===== src/rtl/prach_pkg.sv =====
// Shared types for the PRACH CP-removal block.
package prach_pkg;

    // IDLE: waiting for start; SKIP: dropping CP words; PASS: forwarding sequence words.
    typedef enum logic [1:0] {
        IDLE = 2'd0,
        SKIP = 2'd1,
        PASS = 2'd2
    } cp_state_t;

endpackage


===== src/rtl/prach_out_reg.sv =====
// One-entry valid/ready output register carrying a data word and its last flag.
// The upstream side may load whenever in_ready_o is high (~valid | ready).
module prach_out_reg #(
    parameter int WIDTH = 144
) (
    input  logic             clk,
    input  logic             rst_n,
    input  logic             load_i,
    input  logic [WIDTH-1:0] data_i,
    input  logic             last_i,
    input  logic             ready_i,
    output logic             in_ready_o,
    output logic             valid_o,
    output logic [WIDTH-1:0] data_o,
    output logic             last_o
);

    logic             valid_q, valid_d;
    logic [WIDTH-1:0] data_q, data_d;
    logic             last_q, last_d;

    // Load takes priority; otherwise an accepted word empties the register.
    always_comb begin
        valid_d = valid_q;
        data_d  = data_q;
        last_d  = last_q;
        if (load_i) begin
            valid_d = 1'b1;
            data_d  = data_i;
            last_d  = last_i;
        end else if (ready_i) begin
            valid_d = 1'b0;
        end
    end

    // Register state; data and last are held while stalled.
    always_ff @(posedge clk or negedge rst_n) begin
        if (!rst_n) begin
            valid_q <= 1'b0;
            data_q  <= '0;
            last_q  <= 1'b0;
        end else begin
            valid_q <= valid_d;
            data_q  <= data_d;
            last_q  <= last_d;
        end
    end

    assign in_ready_o = ~valid_q | ready_i;
    assign valid_o    = valid_q;
    assign data_o     = data_q;
    assign last_o     = last_q;

endmodule


===== src/rtl/prach_cp_remove.sv =====
// Reads the show-ahead CP FIFO, drops the cyclic-prefix words of each symbol
// and forwards the sequence words through a single output register.
//
// state | meaning
// IDLE  | no symbol in progress, FIFO words are held
// SKIP  | consuming and discarding cp_cnt words
// PASS  | forwarding seq_cnt words to the output register
module prach_cp_remove
    import prach_pkg::*;
#(
    parameter int WIDTH = 144,
    parameter int CNT_W = 16
) (
    input  logic             clk,
    input  logic             rst_n,
    input  logic             start,
    input  logic [CNT_W-1:0] cfg_cp_len,
    input  logic [CNT_W-1:0] cfg_seq_len,
    input  logic             s_valid,
    input  logic [WIDTH-1:0] s_data,
    output logic             s_ready,
    output logic             m_valid,
    output logic [WIDTH-1:0] m_data,
    output logic             m_last,
    input  logic             m_ready,
    output logic             busy,
    output logic             done,
    output logic             err_start
);

    localparam logic [CNT_W-1:0] CNT_ONE = {{(CNT_W-1){1'b0}}, 1'b1};

    cp_state_t        state_q, state_d;
    logic [CNT_W-1:0] cp_cnt_q, cp_cnt_d;
    logic [CNT_W-1:0] seq_cnt_q, seq_cnt_d;
    logic             done_q, done_d;
    logic             err_q, err_d;
    logic             load;
    logic             load_last;
    logic             out_in_ready;

    // Next-state, counter updates and FIFO handshake for the symbol sequencer.
    always_comb begin
        state_d   = state_q;
        cp_cnt_d  = cp_cnt_q;
        seq_cnt_d = seq_cnt_q;
        s_ready   = 1'b0;
        load      = 1'b0;
        load_last = (seq_cnt_q == CNT_ONE);
        err_d     = 1'b0;
        // Completion of a forwarded symbol is seen when its last word leaves.
        done_d    = m_valid & m_ready & m_last;
        unique case (state_q)
            IDLE: begin
                if (start) begin
                    cp_cnt_d  = cfg_cp_len;
                    seq_cnt_d = cfg_seq_len;
                    if (cfg_cp_len != '0) begin
                        state_d = SKIP;
                    end else if (cfg_seq_len != '0) begin
                        state_d = PASS;
                    end else begin
                        done_d = 1'b1;
                    end
                end
            end
            SKIP: begin
                s_ready = 1'b1;
                err_d   = start;
                if (s_valid) begin
                    cp_cnt_d = cp_cnt_q - CNT_ONE;
                    if (cp_cnt_q == CNT_ONE) begin
                        if (seq_cnt_q == '0) begin
                            state_d = IDLE;
                            done_d  = 1'b1;
                        end else begin
                            state_d = PASS;
                        end
                    end
                end
            end
            PASS: begin
                s_ready = out_in_ready;
                err_d   = start;
                if (s_valid && out_in_ready) begin
                    load      = 1'b1;
                    seq_cnt_d = seq_cnt_q - CNT_ONE;
                    if (seq_cnt_q == CNT_ONE) begin
                        state_d = IDLE;
                    end
                end
            end
            default: state_d = IDLE;
        endcase
    end

    // State, counters and the registered status pulses.
    always_ff @(posedge clk or negedge rst_n) begin
        if (!rst_n) begin
            state_q   <= IDLE;
            cp_cnt_q  <= '0;
            seq_cnt_q <= '0;
            done_q    <= 1'b0;
            err_q     <= 1'b0;
        end else begin
            state_q   <= state_d;
            cp_cnt_q  <= cp_cnt_d;
            seq_cnt_q <= seq_cnt_d;
            done_q    <= done_d;
            err_q     <= err_d;
        end
    end

    prach_out_reg #(
        .WIDTH(WIDTH)
    ) u_out_reg (
        .clk        (clk),
        .rst_n      (rst_n),
        .load_i     (load),
        .data_i     (s_data),
        .last_i     (load_last),
        .ready_i    (m_ready),
        .in_ready_o (out_in_ready),
        .valid_o    (m_valid),
        .data_o     (m_data),
        .last_o     (m_last)
    );

    assign busy      = (state_q != IDLE);
    assign done      = done_q;
    assign err_start = err_q;

endmodule

===== config.mk =====
export PLATFORM = sky130hd
export DESIGN_NAME = prach_cp_remove
export DESIGN_NICKNAME = d
export VERILOG_FILES = /design/src/rtl/prach_pkg.sv /design/src/rtl/prach_out_reg.sv /design/src/rtl/prach_cp_remove.sv
export SDC_FILE = /design/constraint.sdc
export NUM_CORES = 1
export LEC_CHECK = 0
export CAP_MARGIN = 10
export CELL_PAD_IN_SITES_DETAIL_PLACEMENT = 1
export CELL_PAD_IN_SITES_GLOBAL_PLACEMENT = 1
export CORE_MARGIN = 2
export CORE_UTILIZATION = 31
export DETAILED_ROUTE_END_ITERATION = 7
export PLACE_DENSITY = 0.84
export SETUP_SLACK_MARGIN = 0.2
export SLEW_MARGIN = 20
export SYNTH_ARGS = -nofsm -noshare
export SYNTH_HDL_FRONTEND = slang
export SYNTH_SLANG_ARGS = --single-unit

===== constraint.sdc =====
create_clock -name clk -period 2.6 [get_ports clk]
set_input_delay 0.26 -clock clk [delete_from_list [all_inputs] [get_ports clk]]
set_output_delay 0.26 -clock clk [all_outputs]
set_load 0.02 [all_outputs]

### Yosys cells after proc, flatten, opt, wreduce, memory -nomap -nowiden

Cells that the tools add are included.

| cells by class | value |
|---|---|
| equality and inequality tests | 10 |
| shift-type cells | 0 |
| bitwise logic cells | 4 |
| $add $sub $neg | 2 |
| order comparisons | 0 |
| $mul | 0 |
| mux-type cells | 28 |
| divide/modulo/power cells | 0 |
| reduce and logical (&&, ||, !) cells | 13 |

Operators with widths:

| kind | count |
|---|---|
| 2-to-1 mux 16 bit | 4 |
| one-hot mux 16 bit (2 select lines) | 2 |
| equality test 16 x 1 -> 1 bit (second input constant) | 2 |
| nonzero test 16 bit | 2 |
| subtractor 16 x 1 -> 16 bit (second input constant) | 2 |
| logical NOT 16 bit | 1 |
| 2-to-1 mux 2 bit | 8 |
| 2-to-1 mux 1 bit | 11 |
| != test 2 bit (second input constant) | 4 |
| nonzero test 2 bit | 4 |
| one-hot mux 2 bit (3 select lines) | 1 |
| AND reduction 3 bit | 2 |
| AND reduction 6 bit | 1 |
| one-hot mux 1 bit (2 select lines) | 2 |
| != test 3 bit (second input constant) | 1 |
| AND 1 bit | 2 |
| equality test 2 x 1 -> 1 bit (second input constant) | 1 |
| equality test 2 bit (second input constant) | 1 |
| logical NOT 2 bit | 1 |
| != test 2 x 1 -> 1 bit (second input constant) | 1 |
| OR reduction 2 bit | 1 |
| logical AND 1 bit | 1 |
| inverter 1 bit | 1 |
| bitwise OR 1 bit | 1 |

| word-level totals | value |
|---|---|
| memory bits (read-only) | 0 |
| output and inout port bits | 150 |
| bits in registers | 182 |
| RAM bits | 0 |
| latch bits | 0 |
| memories kept | 0 |

### Logic depth before layout (Yosys ltp)

| logic depth | value |
|---|---|
| word-level depth | 6 |
| mapped depth | 8 |
| depth with buffers taken out | 7 |

### By module

From an unflattened synthesis, not the netlist that was laid out.

| second synthesis, totals | value |
|---|---|
| cell total of the unflattened synthesis | 601 |
| area, all modules | 7940.1 um^2 |

By module, submodules not included:

| module | instances | area an instance (um^2) | cells each |
|---|---|---|---|
| prach_out_reg | 1 | 5504.0 | 309 |
| prach_cp_remove | 1 | 2436.1 | 292 |

### Least setup slack after synthesis

Ideal clock, no wire load.

| timing path | value |
|---|---|
| path kind | flip-flop to flip-flop |
| start | register seq_cnt_q[0] |
| end | register seq_cnt_q[12] |
| path buffers | 0 |
| cell stages (with the launch flop) | 7 |
| data arrival time | 1839 ps |
| setup slack | 640 ps |
| data required time | 2479 ps |
| cell sequence | dfrtp_1 inv_1 ha_1 or3b_2 or3_1 o22a_1 o22a_1 |

| on the way | value |
|---|---|
| word-level cells in the longest chain between the ends | 3 |

Ends and longest elaborated chain:

| item | line | text |
|---|---|---|
| from (decl) | prach_cp_remove.sv:35 | `logic [CNT_W-1:0] seq_cnt_q, seq_cnt_d;` |
| from (signal assigned) | prach_cp_remove.sv:108 | `seq_cnt_q <= seq_cnt_d;` |
| subtractor 16 x 1 -> 16 bit | prach_cp_remove.sv:87 | `seq_cnt_d = seq_cnt_q - CNT_ONE;` |
| 2-to-1 mux 16 bit | prach_cp_remove.sv:85 | `if (s_valid && out_in_ready) begin` |
| one-hot mux 16 bit (2 select lines) | prach_cp_remove.sv:53 | `unique case (state_q)` |

Every way passes these cells. The select of a mux whose other input is x is not followed.
A chain may end at the register's enable or synchronous reset.

### Worst setup path in the final report

| timing path | value |
|---|---|
| start | register state_q[0] |
| end | output s_ready |

| on the way | value |
|---|---|
| word-level cells in the longest chain between the ends | 2 |
| elaborated cells between the ends (all ways) | 3 |
| classes of those cells | 2 x eq/ne; 1 x mux |

Ends and longest elaborated chain:

| item | line | text |
|---|---|---|
| from (decl) | prach_cp_remove.sv:33 | `cp_state_t state_q, state_d;` |
| from (signal assigned) | prach_cp_remove.sv:106 | `state_q <= state_d;` |
| equality test 2 bit / equality test 2 x 1 -> 1 bit (equally long branches) | prach_cp_remove.sv:53 |  |
| one-hot mux 1 bit (2 select lines) * | prach_cp_remove.sv:53 |  |
| to (decl) | prach_cp_remove.sv:21 | `output logic s_ready,` |

Mark *: on every way between the ends. The rest lies on a longest branch, timed or not.

==> metrics <==
status=finished clean; maximum vdd drop=between 0.0004 and 0.0005 V; number of global-route vias before repair=8,233; gpl congestion=0.826; placed standard-cell area=approximately 12,000 µm²; Root Driver=clkbuf_16; endpoints failing setup=0; drt drc=0; Fillers=between 2,000 and 3,000; Final Instance Area=12,200 µm²; CP Capture Type=output pin; TritonCTS clock tree=yes; drt wl/cell=approximately 18 µm; dominant synthesized flop cell=dfrtp_1; die height=163 µm; post-synthesis adder-cell area fraction=1.27%; simple-gate share of the synthesized area=29.2%; DR iter-0 viols=~450; delay-heaviest family, CP=buffers and inverters; Synth Area in XOR/XNOR=0%; final net count=1,409; clock skew=0.0186 ns; core area=25,000 µm²; ys async rst share=100%; minimum clock period=2.28 ns; ANT nets after route=0; grt ovf=0; Max Cap Viol=0; Max clock buf depth=2; Pleak=5.62 nW; initial antenna violation count=0; Worst path max stage delay=~0.61 ns; Initial Util=31.4%; vias=~7,600; # port buffers=330; Antenna diodes=0; Yosys top cell area share=~58%; H-Tree Depth=4; Post-Route WL=27,500 µm; DRT Pass-1 Iters=4; syn nets=1,091; vias per cell=4.84; warning count from the yosys run=0; die width=163 µm; crit-path cells=inv_1, ha_2, a21oi_1, nor2b_1, clkdlybuf4s50_1; area grow syn2layout=55.3%; Synth Area in Compound Gates=about 7.4%; Rows=58; Avg Inst Size Synth=8.72 µm²; CP startpoint kind=register; worst hold path type=input pin to register; RSZ-0062 raised after global routing=false; die area=26,700 µm²; sequential-to-total area share from yosys stat=57.9%; GRT Overall Usage=20.7%; clk sinks=roughly 180; critical path's slowest cell=clkdlybuf4s50_1; I/O Pins=approximately 330; Clk Latency, worst-skew pair=0.43 ns; Rel. slew slack=a little under half; largest net degree at the start of global routing=78; Achievable Freq=roughly 0.44 GHz; Slew Limit Fails=0; area of the mapped netlist=7870 µm²; largest family of logic cells by synthesized area=simple AND/OR/NAND/NOR gates; hpwl dp=20,100 µm; Buffers & Inverters on Critical Path=2; Final period util=87.7%; crit path DAT=2.02 ns; TritonCTS Buffers=17; Critical Path Fanout Max=4; number of distinct library cells after synthesis=46; final hold vios=0; Worst Max-Slew Pin Slew=0.801 ns; Syn Inst Count=between 900 and 1,000; Final TNS setup=0 ns; multiplexer area fraction after synthesis=1.27%; Reg2Reg Setup Slack=0.51 ns; share of layout cells above drive strength 1=under 10%; Hold Slack=between 0.3 and 0.4 ns; ranking of synthesized cells by area=dfrtp_1, nand2_1, a21oi_1, clkbuf_1, ha_1; Power Dens Cells=1240 nW/µm²; first-pass GRT wire length=between 40,000 and 50,000 µm; Worst EP required=2.34 ns; post-synth top area cell=dfrtp_1; Post-synth EDFFs=0; clk slew on worst S/H paths=approximately 0.080 ns; Synth Register Bits=182; kind of critical path=register to output pin
==> what timing repair did <==
action / 4_1_cts / 5_1_grt
gates resized for setup: 0 / 1
endpoints found under the setup margin: 0 / 1
endpoints found under the hold margin: 73 / 0
buffers inserted: 0 / 0
hold buffers: 1 / 0
==> kinds of logic after synthesis <==
logic type	count (synthesis)
buffers and inverters	59
multiplexers	10
flip-flops	182
adder cells (fa/ha/maj)	8
AO/OA/AOI/OAI	94
AND/OR/NAND/NOR	549
==> worst register-to-register path: stages (launching register included) <==
cell     delay (ns)
dfrtp_1        0.42
inv_1          0.11
ha_1           0.21
or3b_2         0.52
or3_1          0.35
o22a_1         0.19
o22a_1         0.19
==> layout by cell type (no fill, tap or decap), types with 3 or more instances in the layout <==
cell type / instances
nand2_1: 452
clkdlybuf4s50_1: 329
dfrtp_1: 182
a21oi_1: 29
o21ai_0: 19
nand3_1: 17
clkbuf_16: 17
o22ai_1: 15
nor2_1: 14
nor4_1: 12
inv_1: 11
mux2i_1: 10
nor3_1: 9
buf_4: 8
a2bb2oi_1: 7
ha_1: 7
buf_12: 7
nand4_1: 5
or4_1: 5
or3_1: 5
inv_6: 5
clkinv_8: 5
o21ai_1: 4
o22a_1: 4
a31oi_1: 4
and2_1: 3
nand2b_1: 3
nor2b_1: 3
and4_1: 3
o221a_2: 3
nor3b_1: 3
o31a_1: 3
==> power breakdown <==
| part | total (mW) | switching, mW | internal, mW | leakage (nW) |
|---|---|---|---|---|
| logic | 7.43 | 4.15 | 3.28 | 3.08 |
| registers | 5.11 | 0.950 | 4.16 | 2.25 |
| clock network | 2.60 | 1.31 | 1.29 | 0.289 |
| total | 15.1 | 6.41 | 8.73 | 5.62 |
==> final timing paths <==
kind | startpoint | end | cells after the start
max | state_q[0] | s_ready | 5
min | s_data[105] | u_out_reg.data_o[105] | 3
max reg2reg | seq_cnt_q[0] | seq_cnt_q[12] | 6
min reg2reg | u_out_reg.data_o[86] | u_out_reg.data_o[86] | 2
max in group asynchronous | rst_n | cp_cnt_q[7] | 3
min in group asynchronous | rst_n | u_out_reg.data_o[28] | 2
==> sequential cells by signal (all words and copies together) (netlist names) <==
name and cells:
cp_cnt_q 16, done 1, err_start 1, seq_cnt_q 16, state_q 2, u_out_reg.data_o 144, u_out_reg.last_o 1, u_out_reg.valid_o 1
==> metrics by stage <==
step | power, mW | util [%] | setup slack [ns] | cells
floorplan | 8.95 | - | 0.640 | 902
global placement | 12.3 | 46.4 | 0.497 | 1530
detailed placement | 12.6 | 46.4 | 0.432 | 1530
CTS | 15.3 | 48.8 | 0.219 | 1563
global route | 16.2 | 48.8 | 0.256 | 1563
finish | 15.1 | 48.8 | 0.321 | 1563
==> metal layers <==
layer  wire, µm  vias up  track usage (%)
met3       1750       42             6.27
met4        740        0             7.04
met2      14100      224             36.2
met5          0        -                0
li1           -     3581                -
met1      11000     3713             24.1
==> Yosys cell counts, types with 2 or more instances <==
| cell type | number |
|---|---|
| and2_1 | 3 |
| nor2_1 | 15 |
| nand3_1 | 18 |
| or4_1 | 5 |
| and4_1 | 3 |
| inv_1 | 11 |
| o22ai_1 | 15 |
| nor3_1 | 9 |
| and3_1 | 2 |
| o21ai_1 | 4 |
| buf_2 | 10 |
| nor3_2 | 2 |
| o22a_1 | 4 |
| nor2b_1 | 3 |
| nand2_1 | 452 |
| or3_1 | 5 |
| o21ai_0 | 19 |
| o221a_2 | 3 |
| nor4_1 | 12 |
| or4_4 | 2 |
| a2bb2oi_1 | 7 |
| a21oi_1 | 29 |
| a31oi_1 | 4 |
| o31a_1 | 3 |
| nor3b_1 | 3 |
| clkbuf_1 | 36 |
| dfrtp_1 | 182 |
| mux2i_1 | 10 |
| nand4_1 | 5 |
| ha_1 | 8 |
| nand2b_1 | 3 |
==> final cells by class <==
type	instances	area [µm²]	share of cell area, %
timing repair buffer	346	3510	28.8
tap	330	413	3.38
sequential	182	4550	37.3
multi-input combinational	661	3100	25.4
clock buffer	17	425	3.48
inverter	12	45.0	0.369
clock inverter	15	164	1.34
(Power assumes the default switching activity.)
==> edit 1, RTL diff (same flow settings) <==
Add an input register stage for `cfg_cp_len` and `cfg_seq_len`, without a reset; this delays them by one clock. The other inputs are not delayed to match.
--- a/src/rtl/prach_cp_remove.sv
+++ b/src/rtl/prach_cp_remove.sv
@@ -31,4 +31,12 @@
     localparam logic [CNT_W-1:0] CNT_ONE = {{(CNT_W-1){1'b0}}, 1'b1};
 
+    logic [CNT_W-1:0] cfg_cp_len_q;
+    logic [CNT_W-1:0] cfg_seq_len_q;
+
+    always_ff @(posedge clk) begin
+        cfg_cp_len_q  <= cfg_cp_len;
+        cfg_seq_len_q <= cfg_seq_len;
+    end
+
     cp_state_t        state_q, state_d;
     logic [CNT_W-1:0] cp_cnt_q, cp_cnt_d;
@@ -54,9 +62,9 @@
             IDLE: begin
                 if (start) begin
-                    cp_cnt_d  = cfg_cp_len;
-                    seq_cnt_d = cfg_seq_len;
-                    if (cfg_cp_len != '0) begin
+                    cp_cnt_d  = cfg_cp_len_q;
+                    seq_cnt_d = cfg_seq_len_q;
+                    if (cfg_cp_len_q != '0) begin
                         state_d = SKIP;
-                    end else if (cfg_seq_len != '0) begin
+                    end else if (cfg_seq_len_q != '0) begin
                         state_d = PASS;
                     end else begin
Behaviour: not the same (a bounded check fails within 4 cycles, from zero or initial values and one cycle with rst_n low).
==> edit 1 against the original RTL <==
- worst setup slack gained 130 ps
- highest routed layer unchanged
- sequential cell count up 32
- synthesized area is 8.4% higher
- critical path depth did not move
- utilization is 0.080 points higher
- register-to-register slack lost 60 ps
- cell area is 7.8% higher
- routed wire length is 8.9% higher
- global-route usage barely moved
Power is not compared: it rests on default switching activity, and its combinational part moved more than twofold at a synthesized area within 25%.
==> edit 1: results (changes against the original RTL) <==
[finish]
layout-drive-gt1-share = 0.0615  ; +0.0104
final_nets = 1454  ; +3.2%
fill_cells = 3053  ; +5.3%

[placed_design]
placed_area_mm2 = 0.0123  ; +5.6%
gp_congestion = 0.811  ; -1.8%
hpwl_um = 21100  ; +5.1%

[clocking]
worstSkewPairLatency_ps = 520  ; +90 ps
clkSlewWorstSetupHoldPaths_ps = 60  ; -20 ps

[yosys]
synth_nets = 1127  ; +3.3%
ys_types = 54  ; +17%
synthArstFlopShare = 0.850  ; -0.150
seq_area_frac_synth = 0.609  ; +0.0302
netlist_top_cells_count = nand2_1 (462), dfrtp_1 (182), clkbuf_1 (33)
synthTopCellsByArea = dfrtp_1 (53%), nand2_1 (20%), dfxtp_1 (7.5%), a21oi_1 (1.9%), clkbuf_1 (1.5%)

[drt]
vias_per_cell = 4.87  ; +0.69%
wl_um = 30000  ; +8.9%
num_vias = 7924  ; +4.8%
wl_met3_um = 2100  ; +20%
wl_met2_um = 15300  ; +8.7%

[critical_path]
crit_slowest_cell = or4_1
r2r_slack_ps = 450  ; -60 ps
crit_arrival_ps = 2550  ; +530 ps
slowest_delay_ps = 650  ; +40 ps
critPathTopFamily = simple AND/OR/NAND/NOR gates
reg2reg_depth = 5  ; -1
critPathLaunch = cp_cnt_q[8]
cp_max_fo = 6  ; +2

[timing]
relSlewSlack = 0.466  ; about the same
skew_ps = 8.75  ; -9.90 ps

[status]
status = finished, final reports clean

[worst_hold_path]
worstHoldEndpoint = cfg_seq_len_q[8]
holdPathStages = 1  ; -2
hold_start = cfg_seq_len[8]

[global_route]
grt_max_degree = 148  ; +90%
use_met2 = 0.375  ; +0.0132
first_global_vias = 8821  ; +7.1%

-- edit 1: cell count changes after synthesis, moves of 3 or more --
cell       unedited run  this run
nand2_1             452       462
buf_1                 1         8
o21ai_0              19        22
nor3b_1               3         0
nand3_1              18         9
or3_2                 0         3
a21oi_1              29        32
clkbuf_1             36        33
buf_2                10         5
dfxtp_1               0        32
o21ai_1               4         0
a2bb2oi_1             7         4
-- edit 1: area by class of cell --
class                   instances  area, µm²  area share
diodes                          1       2.50    0.000190
flip-flops and latches        214       5190       0.394
clock inverters                 9       98.8     0.00750
multi-input cells             665       3130       0.237
well taps                     341        427      0.0324
repair buffers                346       3490       0.265
clock buffers                  39        791      0.0600
inverters                      12       45.0     0.00342
-- edit 1: logic make-up after synthesis --
group           after synthesis  share of synthesized area
flops                       214                      0.609
buf+inv                      59                     0.0279
compound gates              100                     0.0736
simple gates                548                      0.267
mux                           9                     0.0107
fa+ha+maj                     8                     0.0117
==> edit 2, RTL diff (same flow settings) <==
Without the edit above. `WIDTH` is set to 144 in 2 places; all go to 136.
--- a/src/rtl/prach_out_reg.sv
+++ b/src/rtl/prach_out_reg.sv
@@ -2,5 +2,5 @@
 // The upstream side may load whenever in_ready_o is high (~valid | ready).
 module prach_out_reg #(
-    parameter int WIDTH = 144
+    parameter int WIDTH = 136
 ) (
     input  logic             clk,
--- a/src/rtl/prach_cp_remove.sv
+++ b/src/rtl/prach_cp_remove.sv
@@ -9,5 +9,5 @@
     import prach_pkg::*;
 #(
-    parameter int WIDTH = 144,
+    parameter int WIDTH = 136,
     parameter int CNT_W = 16
 ) (
Interface: changed (resized m_data and s_data); port bits go from 331 to 315. The function was not compared with the original's and may differ.
==> edit 2 against the original RTL <==
- worst setup slack improved by 24 ps
- critical path type unchanged
- clock skew fell by 2.5 ps
- synthesized area fell by 3.8%
- sequential share of layout area fell by 0.29 points
- routed wire length fell by 3.8%
- cell area fell by 3.6%
- sequential cell count fell by 8
- combinational power fell by 1%
- total power fell by 1.7%
- clock power rose by 2%
- die area fell by 3.7%
- critical path depth did not move
- maximum frequency rose by 1.1%
- largest cell class unchanged
- final cell count fell by 2.9%
==> edit 2: results (changes against the original RTL) <==
[timing]
skew_ps = 16.1  ; -2.54 ps
relSlewSlack = 0.627  ; +0.161
hold_violations = 0  ; unchanged

[yosys]
synthTopCellsByArea = dfrtp_1 (58%), nand2_1 (21%), clkbuf_1 (2.1%), a21oi_1 (1.7%), o21ai_0 (1.4%)
syn_area_per_cell_um2 = 8.65  ; -0.80%
synthMuxAreaShare = 0.00793  ; -0.00479
synth_compound_area_frac = 0.0902  ; +0.0160
seq_area_frac_synth = 0.575  ; -0.00377
synthAdderAreaFrac = 0.0132  ; +0.000498
ys_types = 49  ; +6.5%
synth_nets = 1056  ; -3.2%
netlist_top_cells_count = nand2_1 (429), dfrtp_1 (174), clkbuf_1 (43)
synth_top_family_by_area = simple AND/OR/NAND/NOR gates

[finish]
final_nets = 1361  ; -3.4%
largest_register_ff_count = 136  ; -5.6%
layout-drive-gt1-share = 0.0545  ; +0.00339

[drt]
wl_um = 26500  ; -3.8%
wl_met3_um = 1680  ; -4.2%
route.detailed.wl_per_inst_um = 17.4  ; -0.92%
wl_met2_um = 13600  ; -3.7%
wl_met1_um = 10400  ; -4.7%
initialDrtViolationCount = 453  ; +1.3%
num_vias = 7366  ; -2.6%

[placed_design]
gp_congestion = 0.877  ; +6.1%
dp.cells = 1484  ; -3.0%
hpwl_um = 19400  ; -3.5%
port_buffers = 314  ; -4.8%

[global_route]
antenna_found_initial = 1  ; +1
gr-usage-all-layers = 0.210  ; +0.00342
grt_max_degree = 72  ; -7.7%
first_global_vias = 8021  ; -2.6%
grt_first_pass_wirelength_um = 43300  ; +0.18%

[pwr]
p_int_mw = 8.65  ; -0.95%
sequentialPowerShare = 0.328  ; -0.010
clockPowerShare = 0.178  ; +0.006
ir_worst_vdd_mv = 0.517  ; +13%
leakagePower_nw = 5.42  ; -3.5%

[worst_hold_path]
hold_class = in2async

[critical_path]
cp_max_fo = 5  ; +1
critPathTopFamily = buffers and inverters
reg2reg_depth = 7  ; +1
crit_arrival_ps = 1990  ; -30 ps
r2r_slack_ps = 420  ; -90 ps
slowest_delay_ps = 610  ; about the same

[clocking]
ctsHtreeMaxLevel = 4  ; unchanged

[status]
status = finished, final reports clean

==> edit 2: changes by cell type in the layout (fill, tap and decap cells not counted), sizes merged, moves of 8 or more <==
cell / unedited run / this run
a31oi: 4 / 13
clkdlybuf4s50: 329 / 313
dfrtp: 182 / 174
nand2: 452 / 429
nand3: 18 / 8
nor2: 15 / 26
o22ai: 15 / 7
==> edit 2: what timing repair did <==
| action | CTS | global route |
|---|---|---|
| endpoints found under the setup margin | 0 | 1 |
| hold buffers | 1 | 0 |
| endpoints found under the hold margin | 42 | 0 |
| resized for setup | 0 | 2 |
==> edit 2: layer usage <==
| metal | vias to the layer above | GRT usage |
|---|---|---|
| met3 | 45 | 0.0586 |
| met1 | 3613 | 0.241 |
| met2 | 241 | 0.371 |
| met5 | - | 0 |
| met4 | 0 | 0.0880 |
| li1 | 3467 | - |
==> edit 2: worst max path at each step <==
stage / startpoint / cells after the start / slack [ps] / to
after global placement: m_ready / 7 / 490 / seq_cnt_q[9]
after floorplan: seq_cnt_q[0] / 7 / 570 / seq_cnt_q[12]
after global routing: state_q[1] / 5 / 210 / s_ready
after detailed placement: m_ready / 7 / 430 / seq_cnt_q[9]
final: state_q[0] / 5 / 350 / s_ready
after CTS: state_q[0] / 5 / 240 / s_ready
==> edit 2: final cells by class <==
type	count	area [µm²]
Fill cell	2774	12400
Sequential cell	174	4350
Timing Repair Buffer	330	3340
Multi-Input combinational cell	641	3020
Clock buffer	19	453
Tap cell	324	405
Clock inverter	13	143
Inverter	16	60.1
Antenna cell	1	2.50
==> edit 2: through the flow <==
stage	total power, mW	instance area [µm²]	hold slack (ps)	worst slack, ps
after floorplan	8.72	7570	-35.6	569
after global placement	12.0	11200	228	495
after detailed placement	12.3	11200	232	427
final	14.9	11800	337	345
after global routing	15.9	11800	337	213
after CTS	15.0	11800	331	235
